**config.mk**
```make
export PLATFORM = sky130hd
export DESIGN_NAME = apb_master_bridge
export DESIGN_NICKNAME = d
export VERILOG_FILES = /design/src/rtl/apb_master_bridge.sv
export SDC_FILE = /design/constraint.sdc
export NUM_CORES = 1
export LEC_CHECK = 0
export CORE_ASPECT_RATIO = 0.75
export CORE_MARGIN = 2
export CORE_UTILIZATION = 42
export DETAILED_ROUTE_END_ITERATION = 6
export PLACE_DENSITY = 0.85
export SKIP_CTS_REPAIR_TIMING = 1
export SLEW_MARGIN = 20
export SYNTH_ARGS = -nofsm -noshare
export SYNTH_HDL_FRONTEND = slang
export SYNTH_SLANG_ARGS = --single-unit
```
**constraint.sdc**
```tcl
create_clock -name from_top_clk -period 6.28 [get_ports from_top_clk]
set_clock_uncertainty 0.15 [all_clocks]
set_input_delay 1.256 -clock from_top_clk [delete_from_list [all_inputs] [get_ports from_top_clk]]
set_output_delay 1.256 -clock from_top_clk [all_outputs]
set_load 0.005 [all_outputs]
```
**src/rtl/apb_master_bridge.sv**
```systemverilog
// rtl/apb_master_bridge.sv - single-outstanding APB requester for the core load/store unit
//
// Takes one word request from the core (valid/ready) and runs it as an APB
// SETUP/ACCESS transfer. The result goes back to the core as a one-cycle
// response pulse. Misaligned addresses and slaves that never raise pready
// complete with core_rsp_err set.
//
// Ports:
//   from_top_clk, from_top_rst       clock, synchronous active-high reset
//   core_req_valid/ready             request handshake
//   core_req_write/addr/wdata        request payload
//   core_rsp_valid/rdata/err         one-cycle response
//   psel, penable, pwrite            APB controls
//   paddr, pwdata                    APB address and write data
//   pready, prdata                   APB slave response
module apb_master_bridge #(
  parameter int DATA_LENGTH    = 32,
  parameter int ADDRESS_LENGTH = 12,
  parameter int TIMEOUT_CYCLES = 16
) (
  input  logic                      from_top_clk,
  input  logic                      from_top_rst,
  input  logic                      core_req_valid,
  output logic                      core_req_ready,
  input  logic                      core_req_write,
  input  logic [ADDRESS_LENGTH-1:0] core_req_addr,
  input  logic [DATA_LENGTH-1:0]    core_req_wdata,
  output logic                      core_rsp_valid,
  output logic [DATA_LENGTH-1:0]    core_rsp_rdata,
  output logic                      core_rsp_err,
  output logic                      psel,
  output logic                      penable,
  output logic                      pwrite,
  output logic [ADDRESS_LENGTH-1:0] paddr,
  output logic [DATA_LENGTH-1:0]    pwdata,
  input  logic                      pready,
  input  logic [DATA_LENGTH-1:0]    prdata
);

  typedef enum logic [1:0] {IDLE, SETUP, ACCESS, RESP} state_t;

  // A zero timeout still needs a legal one-bit counter.
  localparam int CW = (TIMEOUT_CYCLES > 0) ? $clog2(TIMEOUT_CYCLES + 1) : 1;
  // The counter holds the number of earlier ACCESS cycles, so the last allowed
  // ACCESS cycle is the one that sees TIMEOUT_CYCLES-1.
  localparam logic [CW-1:0] LAST_CNT = CW'((TIMEOUT_CYCLES > 0) ? TIMEOUT_CYCLES - 1 : 0);

  state_t                    state, state_next;
  logic [CW-1:0]             cnt, cnt_next;
  logic                      pwrite_next;
  logic [ADDRESS_LENGTH-1:0] paddr_next;
  logic [DATA_LENGTH-1:0]    pwdata_next;
  logic [DATA_LENGTH-1:0]    rdata_next;
  logic                      err_next;
  logic                      accept;
  logic                      timed_out;

  assign core_req_ready = (state == IDLE) || (state == RESP);
  assign accept         = core_req_valid && core_req_ready;
  assign timed_out      = (TIMEOUT_CYCLES != 0) && (cnt == LAST_CNT);

  always_comb begin
    state_next  = state;
    cnt_next    = cnt;
    pwrite_next = pwrite;
    paddr_next  = paddr;
    pwdata_next = pwdata;
    rdata_next  = core_rsp_rdata;
    err_next    = core_rsp_err;

    case (state)
      IDLE, RESP: begin
        state_next = IDLE;
        if (accept) begin
          pwrite_next = core_req_write;
          paddr_next  = core_req_addr;
          pwdata_next = core_req_wdata;
          if (core_req_addr[1:0] == 2'b00) begin
            state_next = SETUP;
          end else begin
            // Misaligned: answer directly without touching the bus.
            state_next = RESP;
            err_next   = 1'b1;
            rdata_next = '0;
          end
        end
      end
      SETUP: begin
        state_next = ACCESS;
      end
      ACCESS: begin
        if (TIMEOUT_CYCLES != 0) begin
          cnt_next = cnt + CW'(1);
        end
        // pready takes priority over a timeout landing in the same cycle.
        if (pready) begin
          state_next = RESP;
          err_next   = 1'b0;
          rdata_next = pwrite ? '0 : prdata;
        end else if (timed_out) begin
          state_next = RESP;
          err_next   = 1'b1;
          rdata_next = '0;
        end
      end
      default: begin
        state_next = IDLE;
      end
    endcase

    if (state_next == SETUP) begin
      cnt_next = '0;
    end
  end

  // Outputs are registered from the next state so they line up with it.
  always_ff @(posedge from_top_clk) begin
    if (from_top_rst) begin
      state          <= IDLE;
      cnt            <= '0;
      psel           <= 1'b0;
      penable        <= 1'b0;
      pwrite         <= 1'b0;
      paddr          <= '0;
      pwdata         <= '0;
      core_rsp_valid <= 1'b0;
      core_rsp_rdata <= '0;
      core_rsp_err   <= 1'b0;
    end else begin
      state          <= state_next;
      cnt            <= cnt_next;
      psel           <= (state_next == SETUP) || (state_next == ACCESS);
      penable        <= (state_next == ACCESS);
      pwrite         <= pwrite_next;
      paddr          <= paddr_next;
      pwdata         <= pwdata_next;
      core_rsp_valid <= (state_next == RESP);
      core_rsp_rdata <= rdata_next;
      core_rsp_err   <= err_next;
    end
  end

endmodule
```
# Word-level counts from Yosys, hierarchy flattened
# Index checks and enable logic that the tools add are counted.
[totals]
ff_bits = 88
out_inout_bits = 82
elab_cells = 47
[classes]
add_sub_neg = 1
n_eq_ne = 10
muxes = 16
n_reduce_logical = 10
[ops]
columns = ["operator", "count"]
rows = [
  ["$mux W32", 5],
  ["$pmux W32 S2", 1],
  ["$eq A2 B2 Y1 const B", 4],
  ["$mux W2", 4],
  ["$pmux W2 S3", 1],
  ["$add A5 B1 Y5 const B", 1],
  ["$eq A5 B4 Y1 const B", 1],
  ["$eq A2 B1 Y1 const B", 2],
  ["$logic_not A2 Y1", 2],
  ["$mux W1", 4],
  ["$ne A2 B2 Y1 const B", 2],
  ["$reduce_and A4 Y1", 1],
  ["$reduce_or A2 Y1", 2],
  ["$ne A3 B3 Y1 const B", 1],
  ["$logic_or A1 B1 Y1", 2],
  ["$pmux W1 S2", 1],
  ["$reduce_and A2 Y1", 1],
  ["$reduce_bool A2 Y1", 1],
  ["$logic_and A1 B1 Y1", 1],
]

# Depth between registers and ports, before layout
[depth]
word_depth = 7
depth_mapped = 8

# Worst setup path after synthesis
# Ideal clock, no wire load.
[synth_path]
path_type = "input to register"
from = "in pready"
to = "reg cnt[4]"
arrival_ns = 2.383
slack_ns = 3.633
cell_stages = 5
path_cell_list = "or3_1 > a21oi_1 > inv_1 > ha_1 > a2111oi_0"
[synth_between]
elab_chain_len = 4
[synth_lines]
columns = ["element", "line_no", "text"]
rows = [
  ["start: declaration", "36", "input logic pready,"],
  ["$mux W2", "96", "if (pready) begin"],
  ["$pmux W2 S3", "71", "case (state)"],
  ["via state_next[0]", "48", "state_t state, state_next;"],
  ["$eq A2 B1 Y1", "111", "if (state_next == SETUP) begin"],
  ["$reduce_or A2 Y1 (no line)", "-", ""],
  ["end signal: assignment", "131", "cnt <= cnt_next;"],
  ["end: declaration", "49", "logic [CW-1:0] cnt, cnt_next;"],
]
# The timed path passes the listed nets, and every way through them passes these cells.
# A chain may end at the register's enable or synchronous reset.

# Worst setup path in the final report
[layout_path]
from = "reg state[0]"
to = "out core_req_ready"
[layout_between]
elab_chain_len = 2
word_cells_on_any_way = 3
[layout_lines]
columns = ["element", "line_no", "text"]
rows = [
  ["start: declaration", "48", ""],
  ["start signal: assignment", "130", "state <= state_next;"],
  ["$eq A2 B2 Y1 / $logic_not A2 Y1 (equally long branches)", "58", "assign core_req_ready = (state == IDLE) || (state == RESP);"],
  ["$logic_or A1 B1 Y1 (*)", "58", ""],
  ["end: declaration", "24", "output logic core_req_ready,"],
]
# Every way passes the cells marked *; elsewhere a longest branch is shown, timed or not.

==> summary.md <==
| Metric | Value |
|---|---|
| Syn nets | approximately 410 |
| Die Wd | slightly above 100 um |
| Worst Hold Class | reg -> reg |
| Hold Vio Cnt, Final | 0 |
| WL per Instance | approximately 14 um |
| Top post-synthesis cells by area | dfxtp_1 57%, nand2_1 11%, a22o_1 9.1%, a21oi_1 7.6%, ha_1 2.8% |
| Post-synthesis compound-gate area fraction | 19.3% |
| Vias per inst | ~5 |
| Clock Sinks | 88 |
| Mux cell area share after synthesis | less than 1% |
| WP data required | slightly below 5 ns |
| Final instance area | 4960 um^2 |
| Crit path cell chain | inv_1 -> ha_1 -> clkdlybuf4s50_1 |
| Post-layout min period | 3.12 ns |
| Sequential cell area fraction in the yosys report | approximately 57% |
| Initial Util | 42.7% |
| Routed Antenna Nets | 0 |
| Post-synth EDFFs | 0 |
| First-pass DRT Iterations | 4 |
| Initial drt markers | between 100 and 150 |
| Layout cell share with drive strength beyond 1 | ~5.0% |
| Mapped Cells | between 300 and 400 |
| Simple-gate share of the synthesized area | roughly 15% |
| Largest family of logic cells by synthesized area | compound AO/OA/AOI/OAI gates |
| Final nets | around 570 |
| Setup ws final | between 3 and 4 ns |
| Part of the cycle the worst path needs | approximately half |
| Slew margin rel. | between 20% and 30% |
| CP Class | reg -> out |
| Clock slew seen by the registers of the worst setup and hold paths | around 0.080 ns |
| Area after DPL | around 4700 um^2 |
| Dpl hpwl | about 5.8 mm |
| Final Setup Violations | 0 |
| Largest net degree at the start of global routing | 60 |
| Rows | 27 |
| Crit-path slowest cell | clkdlybuf4s50_1 |
| Pre-CTS setup slack | roughly 2.8 ns |
| Register area | 1760 um^2 |
| RSZ-0062 raised after global routing | no |
| Synth warnings | 0 |
| Avg Inst Size Synth | ~9.5 um^2 |
| Filler instances | 569 |
| Netlist cell types | 33 |
| Post-layout util | 68.7% |
| Congestion Overflow GR | 0 |
| Vias in the first global route | between 2000 and 3000 |
| Chip height | a little under 80 um |
| RePlAce Congestion | between 0.7 and 0.8 |
| Pleak | ~1.9 nW |
| Clock Tree Buf Depth | 2 |
| Critical Path Start Type | flop |
| Crit Path Max Fanout | 7 |
| CTS root buf | clkbuf_8 |
| First-pass GRT wire length | between 10 and 15 mm |
| Cts bufs inserted | 9 |
| Post-synthesis xor/xnor area fraction | less than 1% |
| Final wirelength | 8.17 mm |
| Max Fclk | around 0.32 GHz |
| Asr flop ratio synth | 0% |
| Multi-input combinational cell area | roughly 1200 um^2 |
| Buffers added on ports | between 150 and 200 |
| Main synth FF type | dfxtp_1 |
| Synth area leader | dfxtp_1 |
| Initial antenna violation count | 0 |
| Most frequent cells in the layout | 161 x clkdlybuf4s50_1, 92 x nand2_1, 88 x dfxtp_1 |
| Pwr Total | 1.26 mW |
| DRC viols | 0 |
| Adder-Cell Fraction of Synth Area | under 10% |
| Crit-path max cell delay | between 0.5 and 0.6 ns |
| Worst Path Arrival | approximately 1.7 ns |
| Vias | roughly 2900 |
| Slew Viols, Final | 0 |
| CTS tree | built |
| Die area | 8060 um^2 |
| Status | finished clean |
| Antenna Cells | 0 |
| Setup TNS Final | 0 ns |
| Synthesis-stage register bit count | slightly below 90 |
| Pwr dens | 253 nW/um^2 |
| Synthesized area | 3090 um^2 |
| CP Capture Type | output port |
| Total core area | 7230 um^2 |
| Max-cap viol count | 0 |
| GRT Resource Usage Total | around a fifth |
| Commonest non-fill, non-tap cell in the layout | clkdlybuf4s50_1 |
| Top-area cell type share of the netlist area | ~57% |
| Maximum vdd ir drop | approximately 0.18 mV |
| IO Count | ~160 |
| Worst slew pin tran | 1.06 ns |
| Synth-to-layout area growth | 60.8% |
| Clock Latency Late Sink | approximately 0.35 ns |
| H-tree Lvls | 3 |
final timing paths:
check / start / end / slack [ns] / depth (start not counted)
min: pwdata[2] / pwdata[2] / 0.31 / 2
max reg2reg: cnt[0] / cnt[4] / 3.73 / 8
max: state[0] / core_req_ready / 3.16 / 3
min reg2reg: pwdata[2] / pwdata[2] / 0.31 / 2
routing by layer:
| layer | up-vias | GRT usage (%) | wire length, um |
|---|---|---|---|
| met1 | 1295 | 24.9 | 3330 |
| met4 | 0 | 6.32 | 104 |
| met2 | 138 | 31.4 | 3550 |
| met3 | 14 | 12.1 | 1180 |
| met5 | - | 0 | 0 |
| li1 | 1411 | - | - |
Yosys cell counts (2+ instances only):
master	count
a21oi_1	47
a22o_1	32
buf_1	2
buf_2	8
buf_6	3
clkbuf_1	8
dfxtp_1	88
ha_1	7
inv_1	6
nand2_1	92
nor2_1	4
nor2b_1	2
nor3_1	5
xor2_1	2
sequential cells by signal (all words and copies together), names as in the netlist:
| signal | flops |
|---|---|
| core_rsp_rdata | 32 |
| pwdata | 32 |
| paddr | 12 |
| cnt | 5 |
| state | 2 |
| core_rsp_err | 1 |
| core_rsp_valid | 1 |
| penable | 1 |
| psel | 1 |
| pwrite | 1 |
critical path: cells and delay by family (launching register included):
family,cells,cell delay (ns)
adders and majority gates,1,0.40
buffers and inverters,2,0.60
DFF,1,0.37
per-stage QoR:
step,hold slack [ns],instances
2_1_floorplan,0.303,325
3_3_place_gp,0.290,568
3_5_place_dp,0.296,568
4_1_cts,0.307,584
5_1_grt,0.321,585
6_report,0.306,585
report_power, final:
part,total (mW),internal [mW],switching [mW]
sequential,0.606,0.589,0.0165
combinational,0.218,0.126,0.0922
clock,0.431,0.237,0.194
logic make-up after synthesis:
kind of cell	Yosys count
AO/OA/AOI/OAI	87
XOR/XNOR	3
adder cells (fa/ha/maj)	7
buffers and inverters	28
flip-flops	88
multiplexers	1
AND/OR/NAND/NOR	111
final cells by class:
class                   instances  share of cell area, %
inverters                       6                  0.454
repair buffers                165                   33.2
clock inverters                 4                   1.54
multi-input cells             209                   23.9
clock buffers                  12                   2.92
flip-flops and latches         88                   35.5
well taps                     101                   2.55
No activity file was read; power rests on OpenSTA's default activity.
